File: config.mk
export PLATFORM = sky130hd
export DESIGN_NAME = break_min_select
export DESIGN_NICKNAME = d
export VERILOG_FILES = /design/src/rtl/break_min_select.sv
export SDC_FILE = /design/constraint.sdc
export NUM_CORES = 1
export LEC_CHECK = 0
export ABC_CLOCK_PERIOD_IN_PS = 9100
export BUFFER_PORTS_ARGS = -buffer_cell sky130_fd_sc_hd__buf_2
export CAP_MARGIN = 20
export CELL_PAD_IN_SITES_DETAIL_PLACEMENT = 1
export CELL_PAD_IN_SITES_GLOBAL_PLACEMENT = 2
export CORE_MARGIN = 3
export CORE_UTILIZATION = 41
export DETAILED_ROUTE_END_ITERATION = 8
export PLACE_DENSITY_LB_ADDON = 0.1
export SLEW_MARGIN = 20
export SYNTH_ARGS = -nofsm -noshare
export SYNTH_HDL_FRONTEND = slang
export SYNTH_SLANG_ARGS = --single-unit
File: constraint.sdc
create_clock -name clk_i -period 9.1 [get_ports clk_i]
set_input_delay 0.91 -clock clk_i [delete_from_list [all_inputs] [get_ports clk_i]]
set_output_delay 0.91 -clock clk_i [all_outputs]
set_load 0.005 [all_outputs]
File: src/rtl/break_min_select.sv
// break_min_select: accumulates saturating per-candidate break counts over a
// clause beat stream, then scans them one candidate per cycle to pick the
// variable to flip (minimum break, lowest index on ties, or a random
// candidate on a noise step when no zero-break candidate exists).
module break_min_select #(
    parameter int NSAT  = 3,
    parameter int CNT_W = 8,
    parameter int IDX_W = $clog2(NSAT)
) (
    input  logic               clk_i,
    input  logic               rst_i,
    input  logic               start_i,
    input  logic               break_valid_i,
    input  logic [NSAT-1:0]    break_i,
    input  logic               last_i,
    input  logic               noise_i,
    input  logic [IDX_W-1:0]   rand_idx_i,
    output logic               busy_o,
    output logic               done_o,
    output logic [IDX_W-1:0]   sel_idx_o,
    output logic [CNT_W-1:0]   min_break_o,
    output logic               zero_break_o
);

    typedef enum logic [1:0] {
        S_IDLE,
        S_ACCUM,
        S_COMPARE,
        S_DONE
    } state_t;

    state_t             r_state;
    state_t             w_next_state;

    logic [CNT_W-1:0]   r_cnt [NSAT];
    logic [IDX_W-1:0]   r_cmp_idx;
    logic [CNT_W-1:0]   r_min_val;
    logic [IDX_W-1:0]   r_min_idx;
    logic               r_noise;
    logic [IDX_W-1:0]   r_rand_idx;

    logic [IDX_W-1:0]   r_sel_idx;
    logic [CNT_W-1:0]   r_min_break;
    logic               r_zero_break;

    logic               w_start;
    logic               w_beat;
    logic               w_last_beat;
    logic               w_last_cmp;
    logic [CNT_W-1:0]   w_cur_cnt;
    logic               w_take;
    logic [CNT_W-1:0]   w_min_val;
    logic [IDX_W-1:0]   w_min_idx;
    logic [IDX_W-1:0]   w_rand_sel;
    logic [CNT_W-1:0]   w_rand_cnt;
    logic [IDX_W-1:0]   w_res_sel;
    logic [CNT_W-1:0]   w_res_min;
    logic               w_res_zero;

    assign w_start     = (r_state == S_IDLE) && start_i;
    assign w_beat      = (r_state == S_ACCUM) && break_valid_i;
    assign w_last_beat = w_beat && last_i;
    assign w_last_cmp  = (r_cmp_idx == IDX_W'(NSAT - 1));

    // State register
    always_ff @(posedge clk_i or posedge rst_i) begin
        if (rst_i) begin
            r_state <= S_IDLE;
        end else begin
            r_state <= w_next_state;
        end
    end

    // Next-state logic
    always_comb begin
        w_next_state = r_state;
        case (r_state)
            S_IDLE: begin
                if (start_i) begin
                    w_next_state = S_ACCUM;
                end
            end
            S_ACCUM: begin
                if (break_valid_i && last_i) begin
                    w_next_state = S_COMPARE;
                end
            end
            S_COMPARE: begin
                if (w_last_cmp) begin
                    w_next_state = S_DONE;
                end
            end
            S_DONE: begin
                w_next_state = S_IDLE;
            end
            default: begin
                w_next_state = S_IDLE;
            end
        endcase
    end

    // Saturating break counters: cleared on start, bumped on each accepted beat
    always_ff @(posedge clk_i or posedge rst_i) begin
        if (rst_i) begin
            for (int unsigned k = 0; k < NSAT; k++) begin
                r_cnt[k] <= '0;
            end
        end else if (w_start) begin
            for (int unsigned k = 0; k < NSAT; k++) begin
                r_cnt[k] <= '0;
            end
        end else if (w_beat) begin
            for (int unsigned k = 0; k < NSAT; k++) begin
                if (break_i[k] && (r_cnt[k] != '1)) begin
                    r_cnt[k] <= r_cnt[k] + 1'b1;
                end
            end
        end
    end

    // Noise request and random index captured with the last beat only
    always_ff @(posedge clk_i or posedge rst_i) begin
        if (rst_i) begin
            r_noise    <= 1'b0;
            r_rand_idx <= '0;
        end else if (w_last_beat) begin
            r_noise    <= noise_i;
            r_rand_idx <= rand_idx_i;
        end
    end

    // Counter currently under comparison and the running-minimum update
    always_comb begin
        w_cur_cnt = '0;
        for (int unsigned k = 0; k < NSAT; k++) begin
            if (r_cmp_idx == IDX_W'(k)) begin
                w_cur_cnt = r_cnt[k];
            end
        end
        // Candidate 0 seeds the running min; later ones must be strictly lower.
        w_take    = (r_cmp_idx == '0) || (w_cur_cnt < r_min_val);
        w_min_val = w_take ? w_cur_cnt : r_min_val;
        w_min_idx = w_take ? r_cmp_idx : r_min_idx;
    end

    // Noise-step candidate: out-of-range random indices fold to candidate 0
    always_comb begin
        w_rand_sel = '0;
        if ({1'b0, r_rand_idx} < (IDX_W + 1)'(NSAT)) begin
            w_rand_sel = r_rand_idx;
        end
        w_rand_cnt = '0;
        for (int unsigned k = 0; k < NSAT; k++) begin
            if (w_rand_sel == IDX_W'(k)) begin
                w_rand_cnt = r_cnt[k];
            end
        end
    end

    // Final selection, evaluated on the last compare cycle
    always_comb begin
        w_res_sel  = w_min_idx;
        w_res_min  = w_min_val;
        w_res_zero = 1'b0;
        if (w_min_val == '0) begin
            w_res_zero = 1'b1;
        end else if (r_noise) begin
            w_res_sel = w_rand_sel;
            w_res_min = w_rand_cnt;
        end
    end

    // Compare index and running minimum registers
    always_ff @(posedge clk_i or posedge rst_i) begin
        if (rst_i) begin
            r_cmp_idx <= '0;
            r_min_val <= '0;
            r_min_idx <= '0;
        end else if (w_last_beat) begin
            r_cmp_idx <= '0;
        end else if (r_state == S_COMPARE) begin
            r_min_val <= w_min_val;
            r_min_idx <= w_min_idx;
            if (!w_last_cmp) begin
                r_cmp_idx <= r_cmp_idx + 1'b1;
            end
        end
    end

    // Result registers, loaded when the scan completes and held until the next one
    always_ff @(posedge clk_i or posedge rst_i) begin
        if (rst_i) begin
            r_sel_idx    <= '0;
            r_min_break  <= '0;
            r_zero_break <= 1'b0;
        end else if ((r_state == S_COMPARE) && w_last_cmp) begin
            r_sel_idx    <= w_res_sel;
            r_min_break  <= w_res_min;
            r_zero_break <= w_res_zero;
        end
    end

    assign busy_o       = (r_state != S_IDLE);
    assign done_o       = (r_state == S_DONE);
    assign sel_idx_o    = r_sel_idx;
    assign min_break_o  = r_min_break;
    assign zero_break_o = r_zero_break;

endmodule

==> out/metrics.yaml <==
final_area_sq_mm: 0.00356
worstPathRequired_ns: 9.28
gp_congestion: 0.833
dp.cells: 479
dpl_cell_area_sq_mm: 0.00348
track_usage_pct: 20.1
cts_buffer_depth: 2
num_io_pins: 24
cp_max_fo: 23
cp-end-kind: "flip-flop"
ys_seq_area_share_pct: 39.1
crit_slowest_cell: "ha_1"
clock_sinks: 52
timing.hold.ws_ns: 0.489
syn_nets: 403
cts_buffers: 5
layout-drive-gt1-share_pct: 13.8
totalWireLength_microns: 8700
hold_viol: 0
fmax_ghz: 0.258
cts_tree: "done"
vdd_ir_drop_max_uv: 168
crit_family: "compound AO/OA/AOI/OAI gates"
layout_common_cells: "dfrtp_1, nand2_1, a21oi_1"
crit_buf_inv: 1
cts.reportedPaths.clkPinSlew_ns: 0.10
nets: 415
num_rows: 32
dp_slack_ns: 5.27
finalSetupTns_ns: 0
route.detailed.drc: 0
final_common_cell: "dfrtp_1"
async_reset_ff_share_pct: 100
synth_area_sq_mm: 0.00332
synth.distinct_cells: 47
cpPeakStageDelay_ns: 0.68
arrival_ns: 4.06
p_switching_uw: 526
timing.final.crit_share_pct: 42.6
antenna_cells: 0
rsz0062_at_grt: "false"
post_synth.cell_area_avg_sq_um: 8.94
critical_path_class: "flip-flop to flip-flop"
fin_skew_ns: 0.00502
ctsHoldBuffers: 0
hold_class: "flip-flop to flip-flop"
first_global_vias: 2703
status: "complete, no violations"
worstMarginPinSlew_ns: 1.01
port_buffers: 23
initial_core_util_pct: 42.6
cp-start-kind: "flip-flop"
swShare_pct: 46.7
areaGrowthSynthToFinish_pct: 7.11
ys_ff_latch: 52
grt_max_degree: 53
h-tree-depth: 2
worst_slack_ns: 5.23
seq_area_sq_mm: 0.00130
synthFlopType: "dfrtp_1"
grt_first_pass_wirelength_microns: 14400
vias: 2673
synth-edff-count: 0
drv_slew: 0
core_sq_mm: 0.00781
dr.pass1.iters: 4
multiInputGateArea_sq_mm: 0.00187
fin_cells: 486
p_per_area_mw_per_mm2: 316
comb_power_share_pct: 55.7
slew_headroom_pct: 32.6
yosysWarnings: 0
crit_chain: "inv_1 > ha_1 > a21oi_1 > a21oi_1 > ha_1 > a21o_1 > a211oi_1 > nor2_1 > o21ai_4 > mux2_1 > a211oi_1 > a211oi_2"
maxCapViolCount: 0
leakage_nw: 1.61
final_util_pct: 45.6
wire_per_inst_microns: 17.9
die-area_sq_mm: 0.00922
die_h_microns: 96.0
ctsResizeCount: 0
seqPwrFrac_pct: 32.7
drtIter0Drc: 98
clk_latency_ns: 0.30
cts_setup_buffers: 0
total_power_mw: 1.13
post-dp-hpwl_microns: 6440
syn_inst: 372
die_w_microns: 96.0
n_fill_cell: 938
setup_violations: 0
intPower_uw: 601
antenna_found_initial: 0
overflow: 0
vias_per_cell: 5.50
ant_nets: 0
clkPwrFrac_pct: 11.6
cts_root_buffer: "clkbuf_8"
final.min_clock_period_ns: 3.87
-- worst register-to-register path, delay by kind of cell, from the launching register on --
| family | cells | cell delay (ns) |
|---|---|---|
| AO/OA/AOI/OAI | 7 | 1.64 |
| adder cells (fa/ha/maj) | 2 | 1.04 |
| flip-flops | 1 | 0.41 |
| multiplexers | 1 | 0.39 |
| buffers and inverters | 1 | 0.14 |
| AND/OR/NAND/NOR | 1 | 0.14 |
-- final cells by class --
type,instances,share of cell area (%)
Inverter,17,1.79
Timing Repair Buffer,24,3.44
Multi-Input combinational cell,284,52.5
Tap cell,102,3.58
Clock buffer,6,2.04
Sequential cell,52,36.5
Clock inverter,1,0.141
-- Yosys cell counts, types with 2 or more instances --
library cell	n	area share, %
and2_1	2	0.38
xnor2_1	5	1.3
buf_2	4	0.60
a31oi_1	2	0.38
nor3_1	8	1.2
mux2_2	8	2.7
buf_4	2	0.45
mux2i_1	3	0.90
nor2b_1	16	3.0
dfrtp_1	52	39
nand2_1	44	5.0
nand3b_1	8	1.8
o2111ai_1	2	0.53
nor4_1	4	0.75
nor2_1	33	3.7
a21oi_1	34	5.1
mux2_4	6	2.7
ha_1	20	7.5
inv_1	16	1.8
or3_1	4	0.75
o21ai_1	3	0.45
a211oi_1	2	0.45
clkbuf_1	11	1.2
xor2_1	13	3.4
and3_1	5	0.94
nand4_1	3	0.56
nand3_1	12	1.8
a221oi_1	7	1.8
o21ai_0	23	3.5
a21o_1	3	0.68
-- final timing paths --
path                             endpoint            from  cells after the start  slack (ns)
max in group asynchronous        r_cnt[5]           rst_i                      3        7.85
hold reg to reg            min_break_o[5]  min_break_o[5]                      2        0.49
setup / recovery             sel_idx_o[1]    r_cmp_idx[0]                     12        5.23
setup reg to reg             sel_idx_o[1]    r_cmp_idx[0]                     12        5.23
hold / removal             min_break_o[5]  min_break_o[5]                      2        0.49
min in group asynchronous        r_cnt[9]           rst_i                      3        0.78
-- metal layers --
layer | global-route usage [%] | vias up | share of wire (%)
li1 | - | 1322 | -
met1 | 29.3 | 1316 | 51
met2 | 32.2 | 31 | 47
met3 | 2.66 | 4 | 1.8
met4 | 3.44 | 0 | 0.62
met5 | 0 | - | 0
-- power by group through the flow --
stage	registers (mW)	logic, mW	clock network [mW]
after floorplan	0.342	0.507	0
after global placement	0.370	0.616	0
after detailed placement	0.373	0.632	0
after CTS	0.368	0.633	0.137
after global routing	0.380	0.708	0.147
final	0.368	0.628	0.131
-- registers in the layout, summed over array words and instances (netlist names) --
register	flops
r_cnt	24
min_break_o	8
r_noise	1
r_rand_idx	2
r_state	2
r_min_val	8
zero_break_o	1
r_min_idx	2
r_cmp_idx	2
sel_idx_o	2
-- cells by family (layout without fill, tap and decap cells) --
logic type               Yosys count  count (layout)  synth area share (%)
AO/OA/AOI/OAI                     85              85                  16.3
XOR/XNOR                          18              18                  4.74
adder cells (fa/ha/maj)           20              20                  7.53
buffers and inverters             36              48                  4.67
flip-flops                        52              52                  39.1
multiplexers                      18              18                  6.66
AND/OR/NAND/NOR                  143             143                  20.9
Power figures use the tool's default switching activity.
